<file path="config.mk">
export PLATFORM = sky130hd
export DESIGN_NAME = pdi_pixel_processor
export DESIGN_NICKNAME = d
export VERILOG_FILES = /design/src/rtl/pdi_pixel_processor_pkg.sv /design/src/rtl/pdi_pixel_processor_alu.sv /design/src/rtl/pdi_pixel_processor.sv
export SDC_FILE = /design/constraint.sdc
export NUM_CORES = 1
export LEC_CHECK = 0
export BUFFER_PORTS_ARGS = -buffer_cell sky130_fd_sc_hd__clkbuf_2
export CORE_MARGIN = 2
export CORE_UTILIZATION = 48
export DETAILED_ROUTE_END_ITERATION = 8
export PLACE_DENSITY_LB_ADDON = 0.1
export SKIP_CTS_REPAIR_TIMING = 1
export SLEW_MARGIN = 20
export SYNTH_ARGS = -nofsm -noshare
export SYNTH_HDL_FRONTEND = slang
export SYNTH_SLANG_ARGS = --single-unit
</file>
<file path="constraint.sdc">
create_clock -name clk -period 7 [get_ports clk]
set_input_delay 1.4 -clock clk [delete_from_list [all_inputs] [get_ports clk]]
set_output_delay 1.4 -clock clk [all_outputs]
set_load 0.05 [all_outputs]
</file>
<file path="src/rtl/pdi_pixel_processor_pkg.sv">
// Shared definitions for the PDI pixel processor: operation codes, luma
// weights, FSM state encodings and the saturating-add helper.
package pdi_pixel_processor_pkg;

    // Per-pixel operation selected at start.
    typedef enum logic [1:0] {
        OP_PASS   = 2'b00,
        OP_INVERT = 2'b01,
        OP_GRAY   = 2'b10,
        OP_BRIGHT = 2'b11
    } pdi_op_e;

    // Run-control FSM states.
    typedef enum logic [1:0] {
        ST_IDLE  = 2'b00,
        ST_RUN   = 2'b01,
        ST_DRAIN = 2'b10,
        ST_DONE  = 2'b11
    } pdi_state_e;

    // BRAM read latency in cycles; the write address trails the read
    // address by this latency plus the ALU register stage.
    localparam int unsigned PDI_BRAM_LAT = 1;

    // Luma weights; they sum to 256 so (sum >> 8) never exceeds 255.
    localparam logic [7:0] LUMA_R_W = 8'd77;
    localparam logic [7:0] LUMA_G_W = 8'd150;
    localparam logic [7:0] LUMA_B_W = 8'd29;

    // 8-bit add of a brighten offset with saturation at 255.
    function automatic logic [7:0] sat_add8(input logic [7:0] x, input logic [7:0] p);
        logic [8:0] sum_v;
        sum_v = {1'b0, x} + {1'b0, p};
        if (sum_v[8]) begin
            return 8'hFF;
        end else begin
            return sum_v[7:0];
        end
    endfunction

endpackage

</file>
<file path="src/rtl/pdi_pixel_processor_alu.sv">
// Combinational per-pixel ALU: applies pass / invert / grayscale / brighten
// to one R/G/B triple. The top module registers the result.
module pdi_pixel_processor_alu
    import pdi_pixel_processor_pkg::*;
(
    input  logic [1:0] op,
    input  logic [7:0] param,
    input  logic [7:0] red_in,
    input  logic [7:0] green_in,
    input  logic [7:0] blue_in,
    output logic [7:0] red_out,
    output logic [7:0] green_out,
    output logic [7:0] blue_out
);

    logic [15:0] luma_sum_s;
    logic [7:0]  luma_s;

    // Weighted luma sum; 16 bits is enough because the weights total 256.
    always_comb begin
        luma_sum_s = ({8'd0, LUMA_R_W} * {8'd0, red_in})
                   + ({8'd0, LUMA_G_W} * {8'd0, green_in})
                   + ({8'd0, LUMA_B_W} * {8'd0, blue_in});
        luma_s     = luma_sum_s[15:8];
    end

    // Operation select; unknown codes fall back to pass-through.
    always_comb begin
        red_out   = red_in;
        green_out = green_in;
        blue_out  = blue_in;
        case (op)
            OP_PASS: begin
                red_out   = red_in;
                green_out = green_in;
                blue_out  = blue_in;
            end
            OP_INVERT: begin
                red_out   = 8'd255 - red_in;
                green_out = 8'd255 - green_in;
                blue_out  = 8'd255 - blue_in;
            end
            OP_GRAY: begin
                red_out   = luma_s;
                green_out = luma_s;
                blue_out  = luma_s;
            end
            OP_BRIGHT: begin
                red_out   = sat_add8(red_in, param);
                green_out = sat_add8(green_in, param);
                blue_out  = sat_add8(blue_in, param);
            end
            default: begin
                red_out   = red_in;
                green_out = green_in;
                blue_out  = blue_in;
            end
        endcase
    end

endmodule

</file>
<file path="src/rtl/pdi_pixel_processor.sv">
// PDI pixel processor: streams every pixel address to the three-channel
// BRAM, runs the R/G/B triple through the ALU and writes it back in place,
// one pixel per clock. Holds pdi_active for the whole run.
module pdi_pixel_processor
    import pdi_pixel_processor_pkg::*;
#(
    parameter int unsigned ADDR_W     = 17,
    parameter int unsigned NUM_PIXELS = 76800
) (
    input  logic              clk,
    input  logic              rst,
    input  logic              start,
    input  logic [1:0]        op,
    input  logic [7:0]        param,
    input  logic [7:0]        red_data_in,
    input  logic [7:0]        green_data_in,
    input  logic [7:0]        blue_data_in,
    output logic [ADDR_W-1:0] pdi_addr_read,
    output logic [ADDR_W-1:0] pdi_addr_write,
    output logic              pdi_we,
    output logic              pdi_active,
    output logic [7:0]        red_data_out,
    output logic [7:0]        green_data_out,
    output logic [7:0]        blue_data_out,
    output logic              busy,
    output logic              done
);

    localparam logic [ADDR_W-1:0] LAST_ADDR = ADDR_W'(NUM_PIXELS - 1);

    // FSM and address counter
    pdi_state_e        state_r, state_nxt_s;
    logic [ADDR_W-1:0] rd_addr_r, rd_addr_nxt_s;
    logic              drain_cnt_r, drain_cnt_nxt_s;
    logic [1:0]        op_r, op_nxt_s;
    logic [7:0]        param_r, param_nxt_s;
    logic              rd_issue_s;
    logic              busy_r;
    logic              done_r;

    // Pipeline: stage 1 tracks the read in flight, stage 2 is the write
    logic              v1_r;
    logic [ADDR_W-1:0] a1_r;
    logic              we_r;
    logic [ADDR_W-1:0] addr_w_r;
    logic [7:0]        red_r, green_r, blue_r;

    logic [7:0]        alu_red_s, alu_green_s, alu_blue_s;

    pdi_pixel_processor_alu u_alu (
        .op        (op_r),
        .param     (param_r),
        .red_in    (red_data_in),
        .green_in  (green_data_in),
        .blue_in   (blue_data_in),
        .red_out   (alu_red_s),
        .green_out (alu_green_s),
        .blue_out  (alu_blue_s)
    );

    // Next-state logic: address stepping, drain count and start-time latching
    always_comb begin
        state_nxt_s     = state_r;
        rd_addr_nxt_s   = rd_addr_r;
        drain_cnt_nxt_s = drain_cnt_r;
        op_nxt_s        = op_r;
        param_nxt_s     = param_r;
        rd_issue_s      = 1'b0;
        case (state_r)
            ST_IDLE: begin
                rd_addr_nxt_s   = {ADDR_W{1'b0}};
                drain_cnt_nxt_s = 1'b0;
                if (start) begin
                    state_nxt_s = ST_RUN;
                    op_nxt_s    = op;
                    param_nxt_s = param;
                end else begin
                    state_nxt_s = ST_IDLE;
                end
            end
            ST_RUN: begin
                rd_issue_s = 1'b1;
                if (rd_addr_r == LAST_ADDR) begin
                    // Hold the last address through DRAIN; never wrap.
                    state_nxt_s     = ST_DRAIN;
                    drain_cnt_nxt_s = 1'b0;
                end else begin
                    rd_addr_nxt_s = rd_addr_r + ADDR_W'(1);
                end
            end
            ST_DRAIN: begin
                if (drain_cnt_r) begin
                    state_nxt_s   = ST_DONE;
                    rd_addr_nxt_s = {ADDR_W{1'b0}};
                end else begin
                    drain_cnt_nxt_s = 1'b1;
                end
            end
            ST_DONE: begin
                state_nxt_s   = ST_IDLE;
                rd_addr_nxt_s = {ADDR_W{1'b0}};
            end
            default: begin
                state_nxt_s   = ST_IDLE;
                rd_addr_nxt_s = {ADDR_W{1'b0}};
            end
        endcase
    end

    // State register plus registered busy/done decoded from the next state
    always_ff @(posedge clk) begin
        if (rst) begin
            state_r     <= ST_IDLE;
            rd_addr_r   <= {ADDR_W{1'b0}};
            drain_cnt_r <= 1'b0;
            op_r        <= 2'b00;
            param_r     <= 8'd0;
            busy_r      <= 1'b0;
            done_r      <= 1'b0;
        end else begin
            state_r     <= state_nxt_s;
            rd_addr_r   <= rd_addr_nxt_s;
            drain_cnt_r <= drain_cnt_nxt_s;
            op_r        <= op_nxt_s;
            param_r     <= param_nxt_s;
            busy_r      <= (state_nxt_s == ST_RUN) || (state_nxt_s == ST_DRAIN);
            done_r      <= (state_nxt_s == ST_DONE);
        end
    end

    // Address/valid delay line and ALU output register; write data and
    // write address are forced to zero whenever no write is presented,
    // since the BRAM ORs PDI data with the COM byte.
    always_ff @(posedge clk) begin
        if (rst) begin
            v1_r     <= 1'b0;
            a1_r     <= {ADDR_W{1'b0}};
            we_r     <= 1'b0;
            addr_w_r <= {ADDR_W{1'b0}};
            red_r    <= 8'd0;
            green_r  <= 8'd0;
            blue_r   <= 8'd0;
        end else begin
            v1_r <= rd_issue_s;
            a1_r <= rd_issue_s ? rd_addr_r : {ADDR_W{1'b0}};
            we_r <= v1_r;
            if (v1_r) begin
                addr_w_r <= a1_r;
                red_r    <= alu_red_s;
                green_r  <= alu_green_s;
                blue_r   <= alu_blue_s;
            end else begin
                addr_w_r <= {ADDR_W{1'b0}};
                red_r    <= 8'd0;
                green_r  <= 8'd0;
                blue_r   <= 8'd0;
            end
        end
    end

    assign pdi_addr_read  = rd_addr_r;
    assign pdi_addr_write = addr_w_r;
    assign pdi_we         = we_r;
    assign pdi_active     = busy_r;
    assign busy           = busy_r;
    assign done           = done_r;
    assign red_data_out   = red_r;
    assign green_data_out = green_r;
    assign blue_data_out  = blue_r;

endmodule

</file>
==> impl_metrics.env <==
export IMPL_hp_class="register to register"
export IMPL_routabilityCongestion=0.9191
export IMPL_stdcell_count=1153
export IMPL_ys_ff_latch=92
export IMPL_final_nets=1142
export IMPL_first_pass_iters=5
export IMPL_cts_path_max_buffers=2
export IMPL_crit_start="green_data_in[4]"
export IMPL_insertedDiodeCount=0
export IMPL_final_cell_mix="99 x inv_1, 95 x clkbuf_2, 92 x dfxtp_1, 90 x ha_1, 58 x fa_1"
export IMPL_grt_pass1_vias=5900
export IMPL_grt_util_all_layers=0.2399
export IMPL_die_y_um=129.2
export IMPL_via_count=6120
export IMPL_power_density_nw_per_um2=464.8
export IMPL_clock_latency_ns=0.34
export IMPL_area_growth_synth_to_final_pct=23.17
export IMPL_cp_slowest_stage_delay_ns=0.52
export IMPL_dpl_instance_area_um2=8473
export IMPL_pwr_share_seq=0.128
export IMPL_swShare=0.4409
export IMPL_vias_per_cell=5.308
export IMPL_start_util=0.4930
export IMPL_worstHoldStart="a1_r[7]"
export IMPL_p_int_mw=2.408
export IMPL_fp_row_count=45
export IMPL_power_leakage_nw=4.391
export IMPL_cpMaxStageDelayCell="fa_1"
export IMPL_async_flop_share=0
export IMPL_core_um2=15260
export IMPL_hpwl_um=15300
export IMPL_placed_cells=1127
export IMPL_final_common_cell="inv_1"
export IMPL_drt_first_iter_violations=264
export IMPL_p_switching_mw=1.899
export IMPL_worstPathMaxFanout=5
export IMPL_seqCellArea_um2=1842
export IMPL_syn_area_um2=7522
export IMPL_synth_ff_type="dfxtp_1"
export IMPL_post_route_period_util=0.9932
export IMPL_synthCells=804
export IMPL_cts_buffers=9
export IMPL_cp_top_family="adder cells"
export IMPL_clock_sinks=92
export IMPL_synth_edf_count=0
export IMPL_maxCapViolCount=0
export IMPL_period_needed_ns=6.953
export IMPL_p_clk_frac=0.117
export IMPL_required_ns=7.22
export IMPL_fillers=1325
export IMPL_grt_start_max_net_pins=40
export IMPL_fin_area_um2=9265
export IMPL_clk_pin_slew_ns=0.07
export IMPL_hold_viol=0
export IMPL_route_detailed_drc=0
export IMPL_antenna_found_initial=0
export IMPL_critical_path_class="primary input to register"
export IMPL_ys_types=60
export IMPL_fin_skew_ns=0.008864
export IMPL_root_buffer="clkbuf_16"
export IMPL_grt_ovfl_total=0
export IMPL_drt_wl_total_um=19610
export IMPL_timing_rr_start="param_r[1]"
export IMPL_syn_area_per_cell_um2=9.356
export IMPL_dieArea_um2=16690
export IMPL_maxSlewHeadroom=0.3065
export IMPL_drive_gt1_frac=0.2399
export IMPL_cp_end_kind="register"
export IMPL_fin_total_pwr_mw=4.307
export IMPL_cts_htree_levels=3
export IMPL_grt_setup_unrepaired="true"
export IMPL_worst_pin_slew_ns=1.039
export IMPL_arrival_ns=7.17
export IMPL_portBuffers=98
export IMPL_grt_pass1_wl_um=30990
export IMPL_synth_warnings=0
export IMPL_fp_dieW_um=129.2
export IMPL_antenna_left=0
export IMPL_multi_input_area_um2=5592
export IMPL_pin_count=99
export IMPL_outcome="complete, no violations"
export IMPL_peakVddDrop_v=0.0004186
export IMPL_ys_seq_area_frac=0.2448
export IMPL_fin_util=0.6072
export IMPL_path_buf_inv=6
export IMPL_synthesis_nets=1009
export IMPL_worst_setup_path_start_kind="primary input"
export IMPL_max_freq_mhz=143.8
export IMPL_wire_per_inst_um=17.01
export IMPL_cp_common_cell="fa_1"
export IMPL_cts_tree="yes"
export IMPL_pwr_share_comb=0.755
export IMPL_setup_viol=0
export IMPL_maxSlewViolCount=0
## state kept, by name (all words and copies together) (netlist names)
register,cells
done,1
param_r,8
red_data_out,8
op_r,2
pdi_addr_write,17
drain_cnt_r,1
a1_r,17
blue_data_out,8
pdi_we,1
green_data_out,8
pdi_addr_read,17
v1_r,1
busy,1
state_r,2
## worst reg2reg max path, cell delays in order, from the launching register on
cell	delay, ns
dfxtp_1	0.41
inv_1	0.28
fa_1	0.32
nor2b_4	0.06
o31a_1	0.27
o21ai_2	0.19
a21oi_2	0.12
or3_4	0.41
o211a_1	0.23
o31a_1	0.30
## worst paths after layout
path,to,slack (ns),cells past startpoint
worst max-delay path,blue_data_out[7],0.05,26
worst min-delay path,pdi_addr_write[7],0.42,1
worst max register to register,red_data_out[4],4.31,9
worst min register to register,pdi_addr_write[7],0.42,1
## layer usage
layer	GRT usage	vias to the layer above	wire length (um)
met5	0	-	0
met4	0.02877	0	135
met3	0.05367	10	1129
met2	0.3743	178	8967
met1	0.3511	2930	9380
li1	-	3002	-
## layout make-up
type / instances / share of cell area
Clock buffer: 12 / 0.02768
Clock inverter: 4 / 0.005942
Inverter: 105 / 0.04254
Multi-Input combinational cell: 586 / 0.6035
Sequential cell: 92 / 0.1988
Tap cell: 211 / 0.02849
Timing Repair Buffer: 143 / 0.09305
## power groups by stage
stage               Clock, mW  Sequential (mW)  Combinational [mW]
floorplan                   0            0.589                1.79
global placement            0            0.562                2.65
detailed placement          0            0.562                2.69
CTS                     0.513            0.551                2.71
global route            0.536            0.552                3.66
finish                  0.506            0.551                3.25
## Yosys cell counts, types with 13 or more instances
cell type	n	area, um2
and2_1	35	219.0
a21o_1	13	97.59
ha_1	110	1376
clkbuf_1	19	71.32
dfxtp_1	92	1842
nand2_1	39	146.4
a21oi_1	36	180.2
nor3_1	17	85.08
xor2_1	19	166.4
fa_1	58	1161
inv_1	104	390.4
mux2i_1	13	130.1
xnor2_1	19	166.4
nor2_1	48	180.2
o21ai_0	26	130.1
nor2b_1	15	93.84
## metrics by stage
stage	hold slack (ns)	TNS [ns]	worst slack, ns
floorplan	0.4057	0	0.009959
global placement	0.4066	-7.297	-0.4051
detailed placement	0.4135	-11.09	-0.6096
CTS	0.4241	-3.850	-0.2768
global route	0.4430	-1.141	-0.1750
finish	0.4217	0	0.04727
## cell families after synthesis
group,synth area share
xor+xnor,0.04424
fa+ha+maj,0.3373
flops,0.2448
buf+inv,0.06337
compound gates,0.1464
mux,0.01730
simple gates,0.1465
Power figures use the tool's default switching activity.
